<file path="src/rtl/ws2801_pkg.sv">
`default_nettype none
// ============================================================================
// Module      : ws2801_pkg
// Description : Shared state encoding, default timing and pixel-width helper
//               for the WS2801 strip driver.
// Revision    : 1.0  initial release
// ============================================================================
package ws2801_pkg;

    typedef enum logic [2:0] {
        IDLE  = 3'd0,
        LOAD  = 3'd1,
        LOW   = 3'd2,
        HIGH  = 3'd3,
        LATCH = 3'd4
    } state_t;

    localparam int c_NUM_LEDS      = 5;
    localparam int c_CHANNELS      = 3;
    localparam int c_BITS_PER_CHAN = 8;
    localparam int c_CLK_DIV       = 4;
    localparam int c_LATCH_CYCLES  = 25000;

    function automatic int pix_w(input int channels, input int bits);
        return channels * bits;
    endfunction

endpackage
`default_nettype wire

</file>
<file path="src/rtl/ws2801_phase_timer.sv">
`default_nettype none
// ============================================================================
// Module      : ws2801_phase_timer
// Description : Loadable down-counter; o_expired marks the last cycle of a
//               COUNT-cycle led_ck phase started by i_load.
// Revision    : 1.0  initial release
// ============================================================================
module ws2801_phase_timer #(
    parameter int COUNT = 4
) (
    input  logic clk,
    input  logic rst,
    input  logic i_load,
    output logic o_expired
);

    localparam int c_CNT_W = $clog2(COUNT + 1);

    logic [c_CNT_W-1:0] r_cnt;
    logic               r_active;

    always_ff @(posedge clk) begin
        if (rst) begin
            r_cnt    <= '0;
            r_active <= 1'b0;
        end else if (i_load) begin
            r_cnt    <= c_CNT_W'(COUNT - 1);
            r_active <= 1'b1;
        end else if (r_active) begin
            if (r_cnt == '0) r_active <= 1'b0;
            else             r_cnt    <= r_cnt - c_CNT_W'(1);
        end
    end

    assign o_expired = r_active && (r_cnt == '0);

endmodule
`default_nettype wire

</file>
<file path="src/rtl/ws2801_strip_driver.sv">
`default_nettype none
// ============================================================================
// Module      : ws2801_strip_driver
// Description : Streams NUM_LEDS pixels MSB first on led_ck/led_sd, then
//               holds the line low for the strip latch gap.
// Revision    : 1.0  initial release
// ============================================================================
module ws2801_strip_driver
    import ws2801_pkg::*;
#(
    parameter int NUM_LEDS      = c_NUM_LEDS,
    parameter int CHANNELS      = c_CHANNELS,
    parameter int BITS_PER_CHAN = c_BITS_PER_CHAN,
    parameter int CLK_DIV       = c_CLK_DIV,
    parameter int LATCH_CYCLES  = c_LATCH_CYCLES,
    localparam int PIX_W        = pix_w(CHANNELS, BITS_PER_CHAN)
) (
    input  logic             clk,
    input  logic             rst,
    input  logic             start,
    input  logic [PIX_W-1:0] pix_data,
    input  logic             pix_valid,
    output logic             pix_ready,
    output logic             busy,
    output logic             frame_done,
    output logic             err_underrun,
    output logic             led_ck,
    output logic             led_sd
);

    localparam int c_BIT_W = (PIX_W > 1) ? $clog2(PIX_W) : 1;
    localparam int c_PIX_W = $clog2(NUM_LEDS + 1);
    localparam int c_GAP_W = $clog2(LATCH_CYCLES + 1);

    state_t             r_state, w_state_n;
    logic [c_BIT_W-1:0] r_bit_cnt, w_bit_n;
    logic [c_PIX_W-1:0] r_pix_cnt, w_pix_n;
    logic [c_GAP_W-1:0] r_gap_cnt, w_gap_n;
    logic [PIX_W-1:0]   r_shift, w_shift_n;
    logic               r_led_sd, w_sd_n;
    logic               r_busy, r_pix_ready, r_frame_done, r_err, r_led_ck;
    logic               w_done_n, w_err_n, w_phase_load, w_expired;

    ws2801_phase_timer #(.COUNT(CLK_DIV)) u_phase_timer (
        .clk       (clk),
        .rst       (rst),
        .i_load    (w_phase_load),
        .o_expired (w_expired)
    );

    always_ff @(posedge clk) begin
        if (rst) begin
            r_state      <= IDLE;
            r_bit_cnt    <= '0;
            r_pix_cnt    <= '0;
            r_gap_cnt    <= '0;
            r_shift      <= '0;
            r_led_sd     <= 1'b0;
            r_led_ck     <= 1'b0;
            r_busy       <= 1'b0;
            r_pix_ready  <= 1'b0;
            r_frame_done <= 1'b0;
            r_err        <= 1'b0;
        end else begin
            r_state      <= w_state_n;
            r_bit_cnt    <= w_bit_n;
            r_pix_cnt    <= w_pix_n;
            r_gap_cnt    <= w_gap_n;
            r_shift      <= w_shift_n;
            r_led_sd     <= w_sd_n;
            r_led_ck     <= (w_state_n == HIGH);
            r_busy       <= (w_state_n != IDLE);
            r_pix_ready  <= (w_state_n == LOAD);
            r_frame_done <= w_done_n;
            r_err        <= w_err_n;
        end
    end

    always_comb begin
        w_state_n    = r_state;
        w_bit_n      = r_bit_cnt;
        w_pix_n      = r_pix_cnt;
        w_gap_n      = r_gap_cnt;
        w_shift_n    = r_shift;
        w_sd_n       = r_led_sd;
        w_done_n     = 1'b0;
        w_err_n      = 1'b0;
        w_phase_load = 1'b0;
        case (r_state)
            IDLE: begin
                w_sd_n  = 1'b0;
                w_bit_n = '0;
                w_pix_n = '0;
                w_gap_n = '0;
                if (start) w_state_n = LOAD;
            end
            LOAD: begin
                if (pix_valid) begin
                    w_shift_n    = pix_data;
                    w_sd_n       = pix_data[PIX_W-1];
                    w_bit_n      = '0;
                    w_gap_n      = '0;
                    w_pix_n      = r_pix_cnt + c_PIX_W'(1);
                    w_phase_load = 1'b1;
                    w_state_n    = LOW;
                end else if (r_gap_cnt == c_GAP_W'(LATCH_CYCLES - 1)) begin
                    // The strip has already timed out and latched; park in
                    // LATCH on its final count so frame_done follows at once.
                    w_err_n   = 1'b1;
                    w_sd_n    = 1'b0;
                    w_state_n = LATCH;
                end else begin
                    w_gap_n = r_gap_cnt + c_GAP_W'(1);
                end
            end
            LOW: begin
                if (w_expired) begin
                    w_phase_load = 1'b1;
                    w_state_n    = HIGH;
                end
            end
            HIGH: begin
                if (w_expired) begin
                    if (r_bit_cnt != c_BIT_W'(PIX_W - 1)) begin
                        w_bit_n      = r_bit_cnt + c_BIT_W'(1);
                        w_shift_n    = r_shift << 1;
                        w_sd_n       = w_shift_n[PIX_W-1];
                        w_phase_load = 1'b1;
                        w_state_n    = LOW;
                    end else if (r_pix_cnt != c_PIX_W'(NUM_LEDS)) begin
                        w_state_n = LOAD;
                    end else begin
                        w_gap_n   = '0;
                        w_sd_n    = 1'b0;
                        w_state_n = LATCH;
                    end
                end
            end
            LATCH: begin
                w_sd_n = 1'b0;
                if (r_gap_cnt == c_GAP_W'(LATCH_CYCLES - 1)) begin
                    w_done_n  = 1'b1;
                    w_gap_n   = '0;
                    w_state_n = IDLE;
                end else begin
                    w_gap_n = r_gap_cnt + c_GAP_W'(1);
                end
            end
            default: w_state_n = IDLE;
        endcase
    end

    assign pix_ready    = r_pix_ready;
    assign busy         = r_busy;
    assign frame_done   = r_frame_done;
    assign err_underrun = r_err;
    assign led_ck       = r_led_ck;
    assign led_sd       = r_led_sd;

endmodule
`default_nettype wire

</file>
<file path="config.mk">
export PLATFORM = sky130hd
export DESIGN_NAME = ws2801_strip_driver
export DESIGN_NICKNAME = d
export VERILOG_FILES = /design/src/rtl/ws2801_pkg.sv /design/src/rtl/ws2801_phase_timer.sv /design/src/rtl/ws2801_strip_driver.sv
export SDC_FILE = /design/constraint.sdc
export NUM_CORES = 1
export LEC_CHECK = 0
export CAP_MARGIN = 15
export CORE_ASPECT_RATIO = 0.75
export CORE_UTILIZATION = 56
export CTS_CLUSTER_DIAMETER = 50
export DETAILED_ROUTE_END_ITERATION = 10
export GPL_TIMING_DRIVEN = 0
export PLACE_DENSITY = 0.8
export SLEW_MARGIN = 20
export SYNTH_ARGS = -nofsm -noshare
export SYNTH_HDL_FRONTEND = slang
export SYNTH_HIERARCHICAL = 1
export SYNTH_SLANG_ARGS = --single-unit
</file>
<file path="constraint.sdc">
create_clock -name clk -period 2.7 [get_ports clk]
set_clock_uncertainty 0.1 [all_clocks]
set_input_delay 0.54 -clock clk [delete_from_list [all_inputs] [get_ports clk]]
set_output_delay 0.54 -clock clk [all_outputs]
set_load 0.05 [all_outputs]
</file>
After elaboration in Yosys (flattened, before gate mapping)
Index checks and enable logic that the tools add are counted.
{"block": "totals", "register_bits": 59, "out_inout_bits": 6, "wordCells": 104}
{"block": "classes", "add_sub_neg": 4, "eq_ne": 18, "muxes": 44, "n_bitwise": 3, "reduce_logical": 21}
{"op": "two-way mux 15 bit", "n": 6}
{"op": "two-way mux 23 bit", "n": 3}
{"op": "case mux 15 bit (4 select lines)", "n": 1}
{"op": "case mux 23 bit (2 select lines)", "n": 1}
{"op": "two-way mux 3 bit", "n": 9}
{"op": "adder 15 x 1 -> 15 bit (second input constant)", "n": 1}
{"op": "== test 15 bit (second input constant)", "n": 1}
{"op": "two-way mux 5 bit", "n": 3}
{"op": "case mux 3 bit (5 select lines)", "n": 1}
{"op": "case mux 5 bit (3 select lines)", "n": 1}
{"op": "two-way mux 1 bit", "n": 13}
{"op": "!= test 3 bit (second input constant)", "n": 4}
{"op": "AND reduction 4 bit", "n": 3}
{"op": "== test 3 x 2 -> 1 bit (second input constant)", "n": 3}
{"op": "nonzero test 3 bit", "n": 3}
{"op": "!= test 2 bit (second input constant)", "n": 4}
{"op": "== test 3 x 1 -> 1 bit (second input constant)", "n": 2}
{"op": "logical NOT 3 bit", "n": 2}
{"op": "two-way mux 2 bit", "n": 3}
{"op": "case mux 1 bit (3 select lines)", "n": 2}
{"op": "case mux 3 bit (2 select lines)", "n": 1}
{"op": "AND reduction 2 bit", "n": 3}
{"op": "nonzero test 2 bit", "n": 3}
{"op": "OR reduction 2 bit", "n": 3}
{"op": "other kinds (11)", "n": 14}

Logic depth before layout (Yosys ltp)
{"block": "depth", "word_depth": 6, "ltp_mapped": 11}

Hierarchy
The synthesis kept the hierarchy.
{"mod": "ws2801_strip_driver", "n_inst": 1, "cells_per_inst": 310, "area_each_um2": 2730.1, "seq_area_each_um2": 1101.1}
{"mod": "ws2801_phase_timer", "n_inst": 1, "cells_per_inst": 23, "area_each_um2": 219.0, "seq_area_each_um2": 80.1}

Worst setup path before layout
Ideal clock, no wire load.
{"block": "synth_timing", "kind": "register -> register", "from": "register u_phase_timer.r_cnt[0]", "to": "register r_gap_cnt[14]", "setup_ns": 0.070, "arrival_time_ns": 2.050, "t_required_ns": 2.530, "path_slack_ns": 0.480, "path_stages_with_launch": 10, "n_path_buf": 0, "path_cell_list": "dfxtp_1 > inv_1 > ha_1 > nand2b_4 > nor2_1 > nand2_1 > o31ai_4 > o211ai_4 > or4_1 > a21oi_1"}
{"block": "synth_between", "elab_chain_len": 4}
{"element": "start: declaration", "line": "ws2801_phase_timer.sv:19", "source": "logic [c_CNT_W-1:0] r_cnt;"}
{"element": "start signal: assignment", "line": "ws2801_phase_timer.sv:27", "source": "r_cnt <= c_CNT_W'(COUNT - 1);"}
{"element": "start signal: assignment", "line": "ws2801_phase_timer.sv:31", "source": "else r_cnt <= r_cnt - c_CNT_W'(1);"}
{"element": "logical NOT 3 bit", "line": "ws2801_phase_timer.sv:35", "source": "assign o_expired = r_active && (r_cnt == '0);"}
{"element": "logical AND 1 bit", "line": "ws2801_phase_timer.sv:35"}
{"element": "named net w_expired", "line": "ws2801_strip_driver.sv:42", "source": "logic w_done_n, w_err_n, w_phase_load, w_expired;"}
{"element": "!= test 2 x 1 -> 1 bit (no source line)"}
{"element": "AND reduction 5 bit (no source line)"}
{"element": "end signal: assignment", "line": "ws2801_strip_driver.sv:68", "source": "r_gap_cnt <= w_gap_n;"}
{"element": "end: declaration", "line": "ws2801_strip_driver.sv:38", "source": "logic [c_GAP_W-1:0] r_gap_cnt, w_gap_n;"}
The timed path passes the listed nets, and every way through them passes these cells.
A chain may end at the register's enable or synchronous reset.

Final worst setup path
{"block": "layout_timing", "from": "register u_phase_timer.r_cnt[0]", "to": "register r_gap_cnt[0]"}
The elaborated chain is that of the path after synthesis.

==> metrics.md <==
| Metric | Value |
|---|---|
| Global-route wire length before repair | 10.6 mm |
| Leading post-synthesis cells by cell area | dfxtp_1 40%, mux2i_1 8.8%, nor2_1 6.6% |
| Pwr Density | 547 nW/um^2 |
| Post-Syn Area | 2950 sq um |
| CTS tree | yes |
| Fmax | 0.412 GHz |
| Hold-fix buffers at CTS | 0 |
| Final Critical Period | 2430 ps |
| Crit. End Element | flop |
| CTS buffer count | 9 |
| RSZ-0062 raised after global routing | no |
| Drt wl/cell | 13.8 microns |
| Max Fanout on Critical Path | 10 |
| Gr ovfl total | 0 |
| I/O pins | 34 |
| Setup WS pre-CTS | 13.5 ps |
| PnR worst setup slack | 271 ps |
| Nets | 411 |
| Synth Instances | 333 |
| Critical path class | reg2reg |
| Power consumption | 1.95 mW |
| # rows | 22 |
| Sequential share of the synthesized area | 40.1% |
| Clk_lat worst skew | 330 ps |
| Leak | 1.47 nW |
| Share of Yosys cell area claimed by the top area cell type | 40.1% |
| Clk Tree Root Cell | clkbuf_8 |
| Die Span X | 85.8 microns |
| Worst vdd ir | 0.000427 V |
| Initial antenna violation count | 0 |
| Avg Cell Area, Syn | 8.86 sq um |
| Setup tns final | 0 ps |
| Yosys cell types | 46 |
| Post-Synthesis Net Count | 367 |
| Final period util | 90.0% |
| CTS Buffer Depth | 2 |
| Post-synth top flop | dfxtp_1 |
| Area leader, netlist | dfxtp_1 |
| Initial detailed-routing violation count | 210 |
| Worst hold path class | reg2reg |
| Slew Viols, Final | 0 |
| # setup viols final | 0 |
| Htree depth | 3 |
| DRC | 0 |
| Initial Util | 59.2% |
| Hpwl dp | 4.50 mm |
| Post-route ant nets | 0 |
| Ys Warns | 6 |
| Post-CTS Setup Inserts | 0 |
| Post-Route Utilization | 71.4% |
| Placeable core region | 4980 sq um |
| Worst-path clk slew | 60 ps |
| TritonRoute pass-1 iters | 4 |
| Total track usage | 24.7% |
| EDFF count, synth | 0 |
| Largest net degree at the start of global routing | 11 |
| FF+latch count, synth | 59 |
| Drt via density | 5.76 |
| Max-cap violations | 0 |
| Worst-margin pin slew | 578 ps |
| Global placement routability congestion | 0.871 |
| Startpoint types | flop |
| Ys async rst share | 0% |
| WHS | 385 ps |
| Worst EP arrival | 2550 ps |
| Post-synthesis to final-layout area growth | 20.7% |
| Final WL | 6.24 mm |
| Vias in the first global route | 2300 |
| Via Count | 2608 |
| Die H | 64.8 microns |
| Final Hold Fails | 0 |
| Ratio of cells with drive above 1 in the final layout | 8.40% |
| Critical Path RT | 2820 ps |
| Run status | finished, final reports clean |
| Die ar. | 5560 sq um |
| Relative slew slack | 61.0% |
| TritonCTS Sinks | 59 |
| PortBufs | 33 |
| Diodes inserted | 0 |
worst max-delay path, cell delays in order (launching register included):
cell	delay (ps)
dfxtp_1	320
inv_1	90
ha_1	220
nand2b_4	100
nor2_4	200
nand2_1	140
o31ai_4	250
buf_2	260
nand2_1	70
o21ai_1	210
buf_2	270
nor2_1	70
metrics by stage:
stage / std cells / cell area, sq um
finish: 453 / 3560
global route: 453 / 3560
CTS: 453 / 3550
detailed placement: 438 / 3370
global placement: 438 / 3370
floorplan: 333 / 2950
metal layers:
| layer | share of wire, % | routed length, microns | global-route usage, % |
|---|---|---|---|
| met5 | 0 | 0 | 0 |
| met4 | 1.4 | 90 | 10.0 |
| met3 | 6.1 | 380 | 6.50 |
| met2 | 44 | 2740 | 38.0 |
| met1 | 49 | 3030 | 33.0 |
repair_timing:
item                                    in CTS  in global routing
resized for setup                            1                  1
endpoints found under the setup margin      10                 10
pin swaps                                    0                  0
synth_stat cells (all sizes together) (3+ instances only):
cell / instances
mux2i: 26
or3: 6
nand2b: 3
a21oi: 10
nor2b: 3
nor2: 52
nor4b: 3
a31oi: 6
and2: 3
nor3: 6
and4: 4
o21ai: 10
nand2: 18
dfxtp: 59
and4b: 4
a211oi: 25
ha: 6
clkbuf: 9
and3: 9
xor2: 14
nor3b: 3
buf: 10
inv: 9
nand4: 8
nand3: 11
power by group:
group	total [mW]	switching, mW	internal [mW]
clock	0.747	0.333	0.413
combinational	0.271	0.151	0.120
sequential	0.929	0.0208	0.909
total	1.95	0.505	1.44
worst paths after layout:
path,from,to,slack [ps],depth (start not counted)
min,r_pix_cnt[1]$_SDFFE_PP0P_,r_pix_cnt[1]$_SDFFE_PP0P_,380,2
max,u_phase_timer/r_cnt[0]$_SDFFE_PP0P_,r_gap_cnt[0]$_SDFFE_PP0P_,270,11
max reg2reg,u_phase_timer/r_cnt[0]$_SDFFE_PP0P_,r_gap_cnt[0]$_SDFFE_PP0P_,270,11
min reg2reg,r_pix_cnt[1]$_SDFFE_PP0P_,r_pix_cnt[1]$_SDFFE_PP0P_,380,2
sequential cells by signal, indices dropped and copies added, names as in the netlist:
signal	flops
pix_ready	1
r_shift	23
r_pix_cnt	3
led_sd	1
r_gap_cnt	15
u_phase_timer/r_cnt	3
led_ck	1
r_state	3
busy	1
frame_done	1
err_underrun	1
u_phase_timer/r_active	1
r_bit_cnt	5
cells by family (layout without fill, tap and decap cells):
family / count (synthesis) / in the layout / share of synthesized area [%]
compound gates: 60 / 60 / 14.6
xor+xnor: 14 / 14 / 4.16
fa+ha+maj: 6 / 6 / 2.55
buf+inv: 28 / 76 / 3.90
flops: 59 / 59 / 40.1
mux: 26 / 26 / 8.82
simple gates: 140 / 140 / 25.9
cell usage in the layout, fill, tap and decap left out, types with 6 or more instances in the layout:
cell / count
mux2i_1: 26
or3_1: 6
inv_1: 9
clkdlybuf4s50_1: 33
dfxtp_1: 59
nand3_1: 11
a211oi_1: 24
a31oi_1: 6
a21oi_1: 10
ha_1: 6
clkbuf_1: 9
nand4_1: 8
xor2_1: 14
buf_2: 8
nand2_1: 18
and3_1: 9
clkbuf_8: 9
o21ai_0: 9
nor2_1: 51
layout make-up:
type	instances	area, sq um
Fill cell	392	1420
Inverter	9	33.8
Clock inverter	6	57.6
Sequential cell	59	1180
Tap cell	72	90.1
Clock buffer	9	124
Buffer	19	81.3
Multi-Input combinational cell	246	1660
Timing Repair Buffer	33	330
Note: power is estimated with default switching activity, not from simulation.
